### config.mk
export PLATFORM = sky130hd
export DESIGN_NAME = axi_lite_adder_slave
export DESIGN_NICKNAME = d
export VERILOG_FILES = /design/src/rtl/axi_lite_pkg.sv /design/src/rtl/axi_lite_strb_merge.sv /design/src/rtl/axi_lite_adder_slave.sv
export SDC_FILE = /design/constraint.sdc
export NUM_CORES = 1
export LEC_CHECK = 0
export CORE_MARGIN = 2
export CORE_UTILIZATION = 55
export DETAILED_ROUTE_END_ITERATION = 10
export PLACE_DENSITY = 0.82
export SYNTH_ARGS = -nofsm -noshare
export SYNTH_HDL_FRONTEND = slang
export SYNTH_HIERARCHICAL = 1
export SYNTH_SLANG_ARGS = --single-unit
### constraint.sdc
create_clock -name s_axi_aclk -period 9.15 [get_ports s_axi_aclk]
set_input_delay 1.3725 -clock s_axi_aclk [delete_from_list [all_inputs] [get_ports s_axi_aclk]]
set_output_delay 1.3725 -clock s_axi_aclk [all_outputs]
set_load 0.005 [all_outputs]
### src/rtl/axi_lite_pkg.sv
// rtl/axi_lite_pkg.sv - shared response codes, register offsets and FSM state types
package axi_lite_pkg;

    localparam logic [2:0] RESP_OKAY   = 3'd0;
    localparam logic [2:0] RESP_SLVERR = 3'd2;
    localparam logic [2:0] RESP_DECERR = 3'd3;

    localparam logic [3:0] OFF_OPA    = 4'h0;
    localparam logic [3:0] OFF_OPB    = 4'h4;
    localparam logic [3:0] OFF_SUM    = 4'h8;
    localparam logic [3:0] OFF_STATUS = 4'hC;

    typedef enum logic {W_IDLE, W_RESP} write_state_t;
    typedef enum logic {R_IDLE, R_DATA} read_state_t;

endpackage

### src/rtl/axi_lite_strb_merge.sv
// rtl/axi_lite_strb_merge.sv - byte-lane merge of an old word with new data under a strobe mask
module axi_lite_strb_merge #(
    parameter int DATA_WIDTH = 32
) (
    input  logic [DATA_WIDTH-1:0]   old_word,
    input  logic [DATA_WIDTH-1:0]   new_word,
    input  logic [DATA_WIDTH/8-1:0] strb,
    output logic [DATA_WIDTH-1:0]   merged
);

    always_comb begin
        merged = old_word;
        for (int i = 0; i < DATA_WIDTH / 8; i++) begin
            if (strb[i]) begin
                merged[i*8 +: 8] = new_word[i*8 +: 8];
            end
        end
    end

endmodule

### src/rtl/axi_lite_adder_slave.sv
// rtl/axi_lite_adder_slave.sv - AXI4-Lite slave with two operand registers, their sum and a status word
module axi_lite_adder_slave
    import axi_lite_pkg::*;
#(
    parameter int                    DATA_WIDTH = 32,
    parameter int                    ADDR_WIDTH = 8,
    parameter int                    RESP_WIDTH = 3,
    parameter logic [ADDR_WIDTH-1:0] BASE_ADDR  = '0
) (
    input  logic                    s_axi_aclk,
    input  logic                    s_axi_aresetn,
    input  logic [ADDR_WIDTH-1:0]   s_axi_awaddr,
    input  logic                    s_axi_awvalid,
    output logic                    s_axi_awready,
    input  logic [DATA_WIDTH-1:0]   s_axi_wdata,
    input  logic [DATA_WIDTH/8:0]   s_axi_wstrb,
    input  logic                    s_axi_wvalid,
    output logic                    s_axi_wready,
    output logic [RESP_WIDTH-1:0]   s_axi_bresp,
    output logic                    s_axi_bvalid,
    input  logic                    s_axi_bready,
    input  logic [ADDR_WIDTH-1:0]   s_axi_araddr,
    input  logic                    s_axi_arvalid,
    output logic                    s_axi_arready,
    output logic [DATA_WIDTH-1:0]   s_axi_rdata,
    output logic [RESP_WIDTH-1:0]   s_axi_rresp,
    output logic                    s_axi_rvalid,
    input  logic                    s_axi_rready
);

    localparam int STRB_W = DATA_WIDTH / 8;

    write_state_t              wstate, wstate_n;
    read_state_t               rstate, rstate_n;

    logic                      awready, awready_n, wready, wready_n;
    logic                      aw_held, aw_held_n, w_held, w_held_n;
    logic [ADDR_WIDTH-1:0]     awaddr_q, awaddr_n;
    logic [DATA_WIDTH-1:0]     wdata_q, wdata_n;
    logic [STRB_W-1:0]         wstrb_q, wstrb_n;
    logic                      bvalid, bvalid_n;
    logic [RESP_WIDTH-1:0]     bresp, bresp_n;

    logic                      arready, arready_n, rvalid, rvalid_n;
    logic [DATA_WIDTH-1:0]     rdata, rdata_n;
    logic [RESP_WIDTH-1:0]     rresp, rresp_n;

    logic [DATA_WIDTH-1:0]     opa, opa_n, opb, opb_n;
    logic [7:0]                wr_count, wr_count_n;
    logic                      carry, carry_n;
    logic [DATA_WIDTH-1:0]     unused_sum_lo;
    logic [DATA_WIDTH-1:0]     merged_opa, merged_opb, sum;
    logic                      unused_strb_msb;

    assign unused_strb_msb = s_axi_wstrb[STRB_W];
    assign sum             = opa + opb;

    function automatic logic in_window(input logic [ADDR_WIDTH-1:0] addr);
        logic [ADDR_WIDTH-1:0] diff;
        diff = addr - BASE_ADDR;
        return (addr >= BASE_ADDR) && (diff < ADDR_WIDTH'(16));
    endfunction

    // Word offset within the window; the two byte-address bits are ignored.
    function automatic logic [3:0] reg_offset(input logic [ADDR_WIDTH-1:0] addr);
        logic [ADDR_WIDTH-1:0] diff;
        diff = addr - BASE_ADDR;
        return {diff[3:2], 2'b00};
    endfunction

    axi_lite_strb_merge #(.DATA_WIDTH(DATA_WIDTH)) u_merge_opa (
        .old_word (opa),
        .new_word (wdata_q),
        .strb     (wstrb_q),
        .merged   (merged_opa)
    );

    axi_lite_strb_merge #(.DATA_WIDTH(DATA_WIDTH)) u_merge_opb (
        .old_word (opb),
        .new_word (wdata_q),
        .strb     (wstrb_q),
        .merged   (merged_opb)
    );

    always_comb begin
        wstate_n   = wstate;
        awready_n  = awready;
        wready_n   = wready;
        aw_held_n  = aw_held;
        w_held_n   = w_held;
        awaddr_n   = awaddr_q;
        wdata_n    = wdata_q;
        wstrb_n    = wstrb_q;
        bvalid_n   = bvalid;
        bresp_n    = bresp;
        opa_n      = opa;
        opb_n      = opb;
        wr_count_n = wr_count;
        unique case (wstate)
            W_IDLE: begin
                if (aw_held && w_held) begin
                    wstate_n  = W_RESP;
                    bvalid_n  = 1'b1;
                    aw_held_n = 1'b0;
                    w_held_n  = 1'b0;
                    if (!in_window(awaddr_q)) begin
                        bresp_n = RESP_WIDTH'(RESP_DECERR);
                    end else begin
                        unique case (reg_offset(awaddr_q))
                            OFF_OPA: begin
                                opa_n      = merged_opa;
                                wr_count_n = wr_count + 8'd1;
                                bresp_n    = RESP_WIDTH'(RESP_OKAY);
                            end
                            OFF_OPB: begin
                                opb_n      = merged_opb;
                                wr_count_n = wr_count + 8'd1;
                                bresp_n    = RESP_WIDTH'(RESP_OKAY);
                            end
                            default: bresp_n = RESP_WIDTH'(RESP_SLVERR);
                        endcase
                    end
                end else begin
                    // Each channel is captured once and its ready stays low until the response completes.
                    if (s_axi_awvalid && awready) begin
                        aw_held_n = 1'b1;
                        awaddr_n  = s_axi_awaddr;
                        awready_n = 1'b0;
                    end else if (!aw_held) begin
                        awready_n = 1'b1;
                    end
                    if (s_axi_wvalid && wready) begin
                        w_held_n = 1'b1;
                        wdata_n  = s_axi_wdata;
                        wstrb_n  = s_axi_wstrb[STRB_W-1:0];
                        wready_n = 1'b0;
                    end else if (!w_held) begin
                        wready_n = 1'b1;
                    end
                end
            end
            W_RESP: begin
                if (s_axi_bready) begin
                    bvalid_n  = 1'b0;
                    awready_n = 1'b1;
                    wready_n  = 1'b1;
                    wstate_n  = W_IDLE;
                end
            end
            default: wstate_n = W_IDLE;
        endcase
        {carry_n, unused_sum_lo} = opa_n + opb_n;
    end

    always_comb begin
        rstate_n  = rstate;
        arready_n = arready;
        rvalid_n  = rvalid;
        rdata_n   = rdata;
        rresp_n   = rresp;
        unique case (rstate)
            R_IDLE: begin
                if (s_axi_arvalid && arready) begin
                    arready_n = 1'b0;
                    rvalid_n  = 1'b1;
                    rstate_n  = R_DATA;
                    if (!in_window(s_axi_araddr)) begin
                        rdata_n = '0;
                        rresp_n = RESP_WIDTH'(RESP_DECERR);
                    end else begin
                        rresp_n = RESP_WIDTH'(RESP_OKAY);
                        unique case (reg_offset(s_axi_araddr))
                            OFF_OPA: rdata_n = opa;
                            OFF_OPB: rdata_n = opb;
                            OFF_SUM: rdata_n = sum;
                            default: rdata_n = DATA_WIDTH'({wr_count, carry});
                        endcase
                    end
                end else begin
                    arready_n = 1'b1;
                end
            end
            R_DATA: begin
                if (s_axi_rready) begin
                    rvalid_n  = 1'b0;
                    arready_n = 1'b1;
                    rstate_n  = R_IDLE;
                end
            end
            default: rstate_n = R_IDLE;
        endcase
    end

    always_ff @(posedge s_axi_aclk or negedge s_axi_aresetn) begin
        if (!s_axi_aresetn) begin
            wstate   <= W_IDLE;
            rstate   <= R_IDLE;
            awready  <= 1'b0;
            wready   <= 1'b0;
            aw_held  <= 1'b0;
            w_held   <= 1'b0;
            awaddr_q <= '0;
            wdata_q  <= '0;
            wstrb_q  <= '0;
            bvalid   <= 1'b0;
            bresp    <= '0;
            arready  <= 1'b0;
            rvalid   <= 1'b0;
            rdata    <= '0;
            rresp    <= '0;
            opa      <= '0;
            opb      <= '0;
            wr_count <= '0;
            carry    <= 1'b0;
        end else begin
            wstate   <= wstate_n;
            rstate   <= rstate_n;
            awready  <= awready_n;
            wready   <= wready_n;
            aw_held  <= aw_held_n;
            w_held   <= w_held_n;
            awaddr_q <= awaddr_n;
            wdata_q  <= wdata_n;
            wstrb_q  <= wstrb_n;
            bvalid   <= bvalid_n;
            bresp    <= bresp_n;
            arready  <= arready_n;
            rvalid   <= rvalid_n;
            rdata    <= rdata_n;
            rresp    <= rresp_n;
            opa      <= opa_n;
            opb      <= opb_n;
            wr_count <= wr_count_n;
            carry    <= carry_n;
        end
    end

    assign s_axi_awready = awready;
    assign s_axi_wready  = wready;
    assign s_axi_bvalid  = bvalid;
    assign s_axi_bresp   = bresp;
    assign s_axi_arready = arready;
    assign s_axi_rvalid  = rvalid;
    assign s_axi_rdata   = rdata;
    assign s_axi_rresp   = rresp;

endmodule

==> results.md, run 1 <==
- Clk sinks: 159
- WP data arrival: 4.52 ns
- P_sw: 1230 uW
- Fin crit period: 4.23 ns
- Hold slack final: 0.475 ns
- Die Y: 138 um
- Status: complete, no violations
- Worst Max-Slew Pin Slew: 1.08 ns
- Layout area overhead: 16.5%
- Library cells used by synthesis: 63
- Post-DRT Antenna Nets: 0
- Placed Cells: 1,133
- Cts repair resizes: 0
- Post-CTS Setup Inserts: 0
- Critical Path RT: 9.44 ns
- GP Congestion: 0.895
- Clk_skew: 0.0149 ns
- Cts hold-fix bufs: 0
- Worst-path cell chain: or4_4, nor3_4, nand2_4, mux2_2, ha_1, a21o_1, a21oi_1, nor2b_1, o21ai_0, a21oi_1, a2111oi_0, o21ai_1, a21oi_1, nand3_1
- Critical path class: reg -> reg
- Gate power share: 42.2%
- Hold Crit Class: reg -> reg
- Post-DP HPWL: 15,700 um
- Path depth of the worst reg2reg path: 14
- Max_cap viols: 0
- Syn Area/Cell: 11.7 um^2
- Synth Flop Type: dfrtp_1
- Reg2reg setup slack: 4.92 ns
- Ant. Diodes: 0
- DRC viols: 0
- Final period util: 46.2%
- Initial Utilization: 56.6%
- Nature of the critical path endpoint: register
- Share of power burned in registers: 37.8%
- Mapped Area: 0.00985 mm^2
- Synth Warn #: 6
- Lkg Pwr: 0.00552 uW
- Crit path max fanout: 32
- Rows: 48
- Final setup vio count: 0
- Starting DRC count in detailed routing: 423
- Post-synth ARST share: 100%
- Worst r2r src: awaddr_q[7]
- Final Cell Area: 0.0115 mm^2
- Clk pwr share: 20.1%
- Sw frac: 36.5%
- Final Non-Filler Cells: 1,165
- IO Count: 103
- Die width: 138 um
- Ratio of cells with drive above 1 in the final layout: 24.0%
- Wire length per cell: 19.6 um
- CP endpoint: carry
- Most common cell on crit path: a21oi_1
- Reg-to-Reg End: carry
- Clk Latency, worst-skew pair: 0.44 ns
- Rel. slew slack: 27.7%
- Clock Path Buffers: 2
- CORE AREA: 0.0174 mm^2
- Largest net degree at the start of global routing: 103
- Register area share after synthesis: 40.4%
- Via Count: 7,143
- Total gr overflow: 0
- Util after Layout: 65.9%
- Final setup TNS: 0 ns
- Crit. Startpoint: awaddr_q[7]
- Post-Syn Instances: 844
- Vias in the first global route: 7,137
- Fin. Hold Viols: 0
- Worst-path clk slew: 0.07 ns
- Slowest-stage cell, CP: or4_4
- Max VDD drop: 0.206 mV
- Post-synth EDFFs: 0
- DRT Pass-1 Iters: 5
- GRT Util Overall: 25.2%
- Buffers on Ports: 95
- Via density: 6.13
- Die ar.: 0.0190 mm^2
- Int Power: 2140 uW
- TritonCTS Buffers: 17
- CP max stage delay: 0.58 ns
- Initial antenna violation count: 0
- DRT Wirelength: 22,800 um
- Slew Viols, Final: 0
- Placement Cell Area: 0.0109 mm^2
- RSZ-0062 raised after global routing: no
- Clock Root Buffer: clkbuf_16
- H-tree depth: 4
- Power Dens Cells: 294 mW/mm^2
- Synth Register Bits: 159
- CTS tree: yes
- Global-route wire length before repair: 37,000 um
- Worst setup SP type: register
- Nets: 1,051
- Fmax: 0.237 GHz
-- cells by family after synthesis --
group	Yosys count	synth area share (%)
flip-flops	159	40.4
multiplexers	194	25.5
AO/OA/AOI/OAI	178	12.0
adder cells (fa/ha/maj)	64	8.21
other	1	0.0381
buffers and inverters	51	2.67
AND/OR/NAND/NOR	166	8.43
XOR/XNOR	31	2.76
-- synthesized netlist by cell type, types with 15 or more instances --
| cell | n | share of area [%] |
|---|---|---|
| a21o_1 | 22 | 1.7 |
| clkbuf_1 | 23 | 0.88 |
| o21ai_0 | 37 | 1.9 |
| mux2i_1 | 15 | 1.5 |
| nor2_1 | 40 | 1.5 |
| mux2_2 | 105 | 12 |
| dfrtp_1 | 159 | 40 |
| nand2_1 | 48 | 1.8 |
| xnor2_1 | 19 | 1.7 |
| mux2_4 | 65 | 9.9 |
| ha_1 | 63 | 8.0 |
| a21oi_1 | 42 | 2.1 |
-- worst max-delay path: cells and delay by family (launching register included) --
kind | cells | cell delay, ns
mux | 1 | 0.42
flops | 1 | 0.38
fa+ha+maj | 1 | 0.30
compound gates | 7 | 1.43
simple gates | 5 | 1.51
-- power groups by stage --
stage,clock network [uW],registers [uW],logic (uW)
final,676,1270,1420
after global routing,713,1310,1550
after CTS,683,1270,1420
after detailed placement,0,1280,1400
after global placement,0,1260,1350
after floorplan,0,1120,1220
-- layout by cell type, fill, tap and decap left out, types with 6 or more instances in the layout --
| cell | count |
|---|---|
| or3_1 | 7 |
| a22oi_1 | 8 |
| dfrtp_1 | 159 |
| ha_1 | 63 |
| clkbuf_16 | 17 |
| o21ai_0 | 37 |
| a31oi_1 | 6 |
| nor3_1 | 9 |
| and3_1 | 7 |
| nand3_1 | 12 |
| nor2_1 | 40 |
| nand2_1 | 48 |
| a21oi_1 | 42 |
| a21o_1 | 22 |
| nand4_1 | 13 |
| xnor2_1 | 19 |
| a211oi_1 | 6 |
| mux4_2 | 9 |
| mux2_2 | 105 |
| xor2_1 | 12 |
| nor2b_1 | 9 |
| inv_6 | 8 |
| mux2i_1 | 15 |
| a22o_1 | 11 |
| buf_4 | 6 |
| mux2_4 | 65 |
| inv_1 | 12 |
| o21a_1 | 7 |
| o221ai_1 | 9 |
| clkdlybuf4s50_1 | 94 |
-- routing by layer --
| metal | up-vias | GRT usage [%] | part of all wire (%) |
|---|---|---|---|
| met5 | - | 0 | 0 |
| met4 | 0 | 8.22 | 2.1 |
| met3 | 39 | 4.45 | 4.6 |
| met2 | 203 | 39.9 | 46 |
| met1 | 3573 | 35.1 | 47 |
| li1 | 3328 | - | - |
-- area by class of cell --
cell class | count | area [um^2]
fillers | 1308 | 5940
multi-input cells | 635 | 5620
flip-flops and latches | 159 | 3980
repair buffers | 101 | 997
clock buffers | 18 | 429
well taps | 225 | 282
clock inverters | 14 | 120
inverters | 13 | 48.8
-- through the flow --
stage | total power (uW) | setup slack, ns
final | 3370 | 4.92
after global routing | 3570 | 4.64
after CTS | 3370 | 4.89
after detailed placement | 2680 | 4.90
after global placement | 2610 | 4.93
after floorplan | 2330 | 5.54
-- registers in the layout (all words and copies together), names as in the netlist, 2 cells and up --
name,cells
s_axi_bresp,2
opb,32
wstrb_q,4
s_axi_rdata,32
awaddr_q,6
wr_count,8
opa,32
wdata_q,32
-- worst min path at each step --
stage,startpoint,end,slack [ns],cells past startpoint
after global routing,wr_count[7],wr_count[7],0.50,1
final,wr_count[7],wr_count[7],0.48,1
after CTS,wr_count[7],wr_count[7],0.48,1
after global placement,rstate,s_axi_arready,0.45,1
after floorplan,rstate,s_axi_arready,0.44,1
after detailed placement,wr_count[7],wr_count[7],0.47,1
Note: power is estimated with default switching activity, not from simulation.
==> run 2: changes to the inputs <==
--- a/config.mk
+++ b/config.mk
@@ -6,9 +6,9 @@
 export NUM_CORES = 1
 export LEC_CHECK = 0
 export CORE_MARGIN = 2
-export CORE_UTILIZATION = 55
+export CORE_UTILIZATION = 52
 export DETAILED_ROUTE_END_ITERATION = 10
-export PLACE_DENSITY = 0.82
+export PLACE_DENSITY = 0.81
 export SYNTH_ARGS = -nofsm -noshare
 export SYNTH_HDL_FRONTEND = slang
 export SYNTH_HIERARCHICAL = 1
==> constraint.sdc (replaced) <==
create_clock -name s_axi_aclk -period 3.77 [get_ports s_axi_aclk]
set_input_delay 0.5655 -clock s_axi_aclk [delete_from_list [all_inputs] [get_ports s_axi_aclk]]
set_output_delay 0.5655 -clock s_axi_aclk [all_outputs]
set_load 0.005 [all_outputs]
==> run 2 against run 1 <==
Against the previous run:
- count of clock-buffer cells in the layout fell by 1
- clock power rose to 2.7 times the previous value
- sequential share of layout area fell by 1.4 points
- utilization fell by 1.8 points
- clock skew fell by 0.0028 ns
- worst hold slack got worse by 0.34 ns
==> results.md, run 2 (synthesis gave the netlist of run 1 again) <==
- Status: complete, no violations
- Reg-to-Reg End: carry
- Starting DRC count in detailed routing: 548
- Via density: 6.09
- Slew Viols, Final: 0
- Most common cell after layout, fill and taps aside: dfrtp_1
- Layout area overhead: 21.4%
- FILL cells: 1,385
- Worst setup margin: 0.0706 ns
- Vias in the first global route: 7,349
- Die ar.: 0.0201 mm^2
- Via Count: 7,333
- Fin crit period: 3.70 ns
- Top cell family by delay on the critical path: compound AO/OA/AOI/OAI gates
- CORE AREA: 0.0186 mm^2
- Power Dens Cells: 715 mW/mm^2
- Sw frac: 36.0%
- Wire length per cell: 19.8 um
- Buffers on Ports: 95
- Gate power share: 43.3%
- GP Congestion: 0.923
- H-tree depth: 4
- Nets: 1,081
- Clk_skew: 0.0121 ns
- GRT Util Overall: 24.1%
- Hold Crit Class: in -> async
- Critical path class: reg -> reg
- WP data arrival: 4.01 ns
- Total gr overflow: 0
- DRT Pass-1 Iters: 8
- Lkg Pwr: 0.00571 uW
- DRT Wirelength: 23,900 um
- CP max stage delay: 0.57 ns
- Ratio of cells with drive above 1 in the final layout: 27.4%
- Worst-path clk slew: 0.07 ns
- Int Power: 5470 uW
- Max VDD drop: 0.478 mV
- Clock Path Buffers: 2
- Critical path buffers and inverters: 4
- Reg2reg setup slack: 0.07 ns
- Rel. slew slack: 52.6%
- Final setup vio count: 0
- Global-route wire length before repair: 38,100 um
- Clock Root Buffer: clkbuf_16
- Largest net degree at the start of global routing: 73
- Worst Max-Slew Pin Slew: 0.711 ns
- Most common cell on crit path: a21o_1
- Post-DRT Antenna Nets: 0
- Multi-input logic area: 0.00572 mm^2
- Fin. Hold Viols: 0
- Crit path max fanout: 4
- DRC viols: 0
- Rows: 50
- Place WS: 0.140 ns
- TritonCTS Buffers: 17
- Max_cap viols: 0
- Critical Path RT: 4.08 ns
- Post-DP HPWL: 16,600 um
- P_sw: 3070 uW
- Clk pwr share: 21.5%
- Initial Utilization: 52.8%
- Worst r2r src: awaddr_q[5]
- Fmax: 0.270 GHz
- Final period util: 98.1%
- Worst-path cell chain: or4_4, nor4_4, buf_6, buf_12, clkbuf_16, buf_4, mux2_2, ha_1, a21o_1, a21o_1, a21oi_2, nor2_1, a2111oi_0, o21ai_1, a21oi_1, nand3_1
- Path depth of the worst reg2reg path: 16
- Slowest-stage cell, CP: or4_4
- Register area: 0.00398 mm^2
- Initial antenna violation count: 0
- Most frequent cells in the layout: dfrtp_1, mux2_2, clkdlybuf4s50_1, mux2_4, ha_1
- CTS tree: yes
- Die width: 142 um
- Worst setup SP type: register
- RSZ-0062 raised after global routing: yes
- Share of power burned in registers: 35.1%
- Clk Latency, worst-skew pair: 0.44 ns
- Total Power: 8550 uW
- Nature of the critical path endpoint: register
- Ant. Diodes: 0
- Clk sinks: 159
- IO Count: 103
- Die Y: 142 um
## run 2: cell types whose count changed in the layout (fill, tap and decap cells not counted), moves of 2 or more
| cell | delta |
|---|---|
| mux2_4 | +4 |
| a21oi_1 | -3 |
| mux2_2 | -4 |
| a21oi_2 | +3 |
| buf_4 | +23 |
| o21ai_1 | +2 |
| bufinv_16 | +3 |
| ha_4 | +6 |
| o21ai_0 | -2 |
| ha_1 | -6 |
| buf_12 | +3 |
| buf_6 | +3 |
| inv_6 | -4 |
## run 2: final cells by class
type / count / share of cell area (%)
Multi-Input combinational cell: 635 / 47.9
Inverter: 13 / 0.408
Timing Repair Buffer: 131 / 10.8
Clock buffer: 17 / 3.56
Clock inverter: 15 / 1.65
Tap cell: 234 / 2.45
Sequential cell: 159 / 33.3
## run 2: timing repair
action	in CTS	in global routing
buffers inserted	0	12
gates resized for setup	0	19
hold buffers	0	0
setup endpoints to repair	0	1
## run 2: per-stage QoR
step | utilization (%) | area (um^2) | hold slack (ns) | TNS, ns | std cells
after floorplan | - | 9850 | 0.270 | 0 | 845
after global placement | 59.5 | 11100 | 0.449 | 0 | 1159
after detailed placement | 59.5 | 11100 | 0.469 | 0 | 1159
after CTS | 62.8 | 11700 | 0.167 | 0 | 1191
after global routing | 64.1 | 12000 | 0.181 | -0.0794 | 1204
final | 64.1 | 12000 | 0.131 | 0 | 1204
## run 2: worst max-delay path by stage
stage,start,to,depth (start not counted)
final,awaddr_q[5],carry,16
after CTS,awaddr_q[7],carry,15
after global routing,awaddr_q[5],carry,16
after detailed placement,awaddr_q[7],carry,15
after global placement,awaddr_q[7],carry,15
after floorplan,awaddr_q[7],carry,14
## run 2: power by group through the flow
stage	clock network (uW)	logic, uW	registers, uW
3_5_place_dp	0	3510	3020
2_1_floorplan	0	2950	2710
4_1_cts	1860	3560	2990
5_1_grt	1920	4020	3100
6_report	1840	3700	3000
3_3_place_gp	0	3410	2970
## run 2: routing by layer
layer  global-route usage [%]  vias up  part of all wire [%]
li1                         -     3389                     -
met1                     33.3     3635                    45
met2                     39.0      261                    47
met3                     4.62       48                   6.0
met4                     7.11        0                   1.9
met5                        0        -                     0
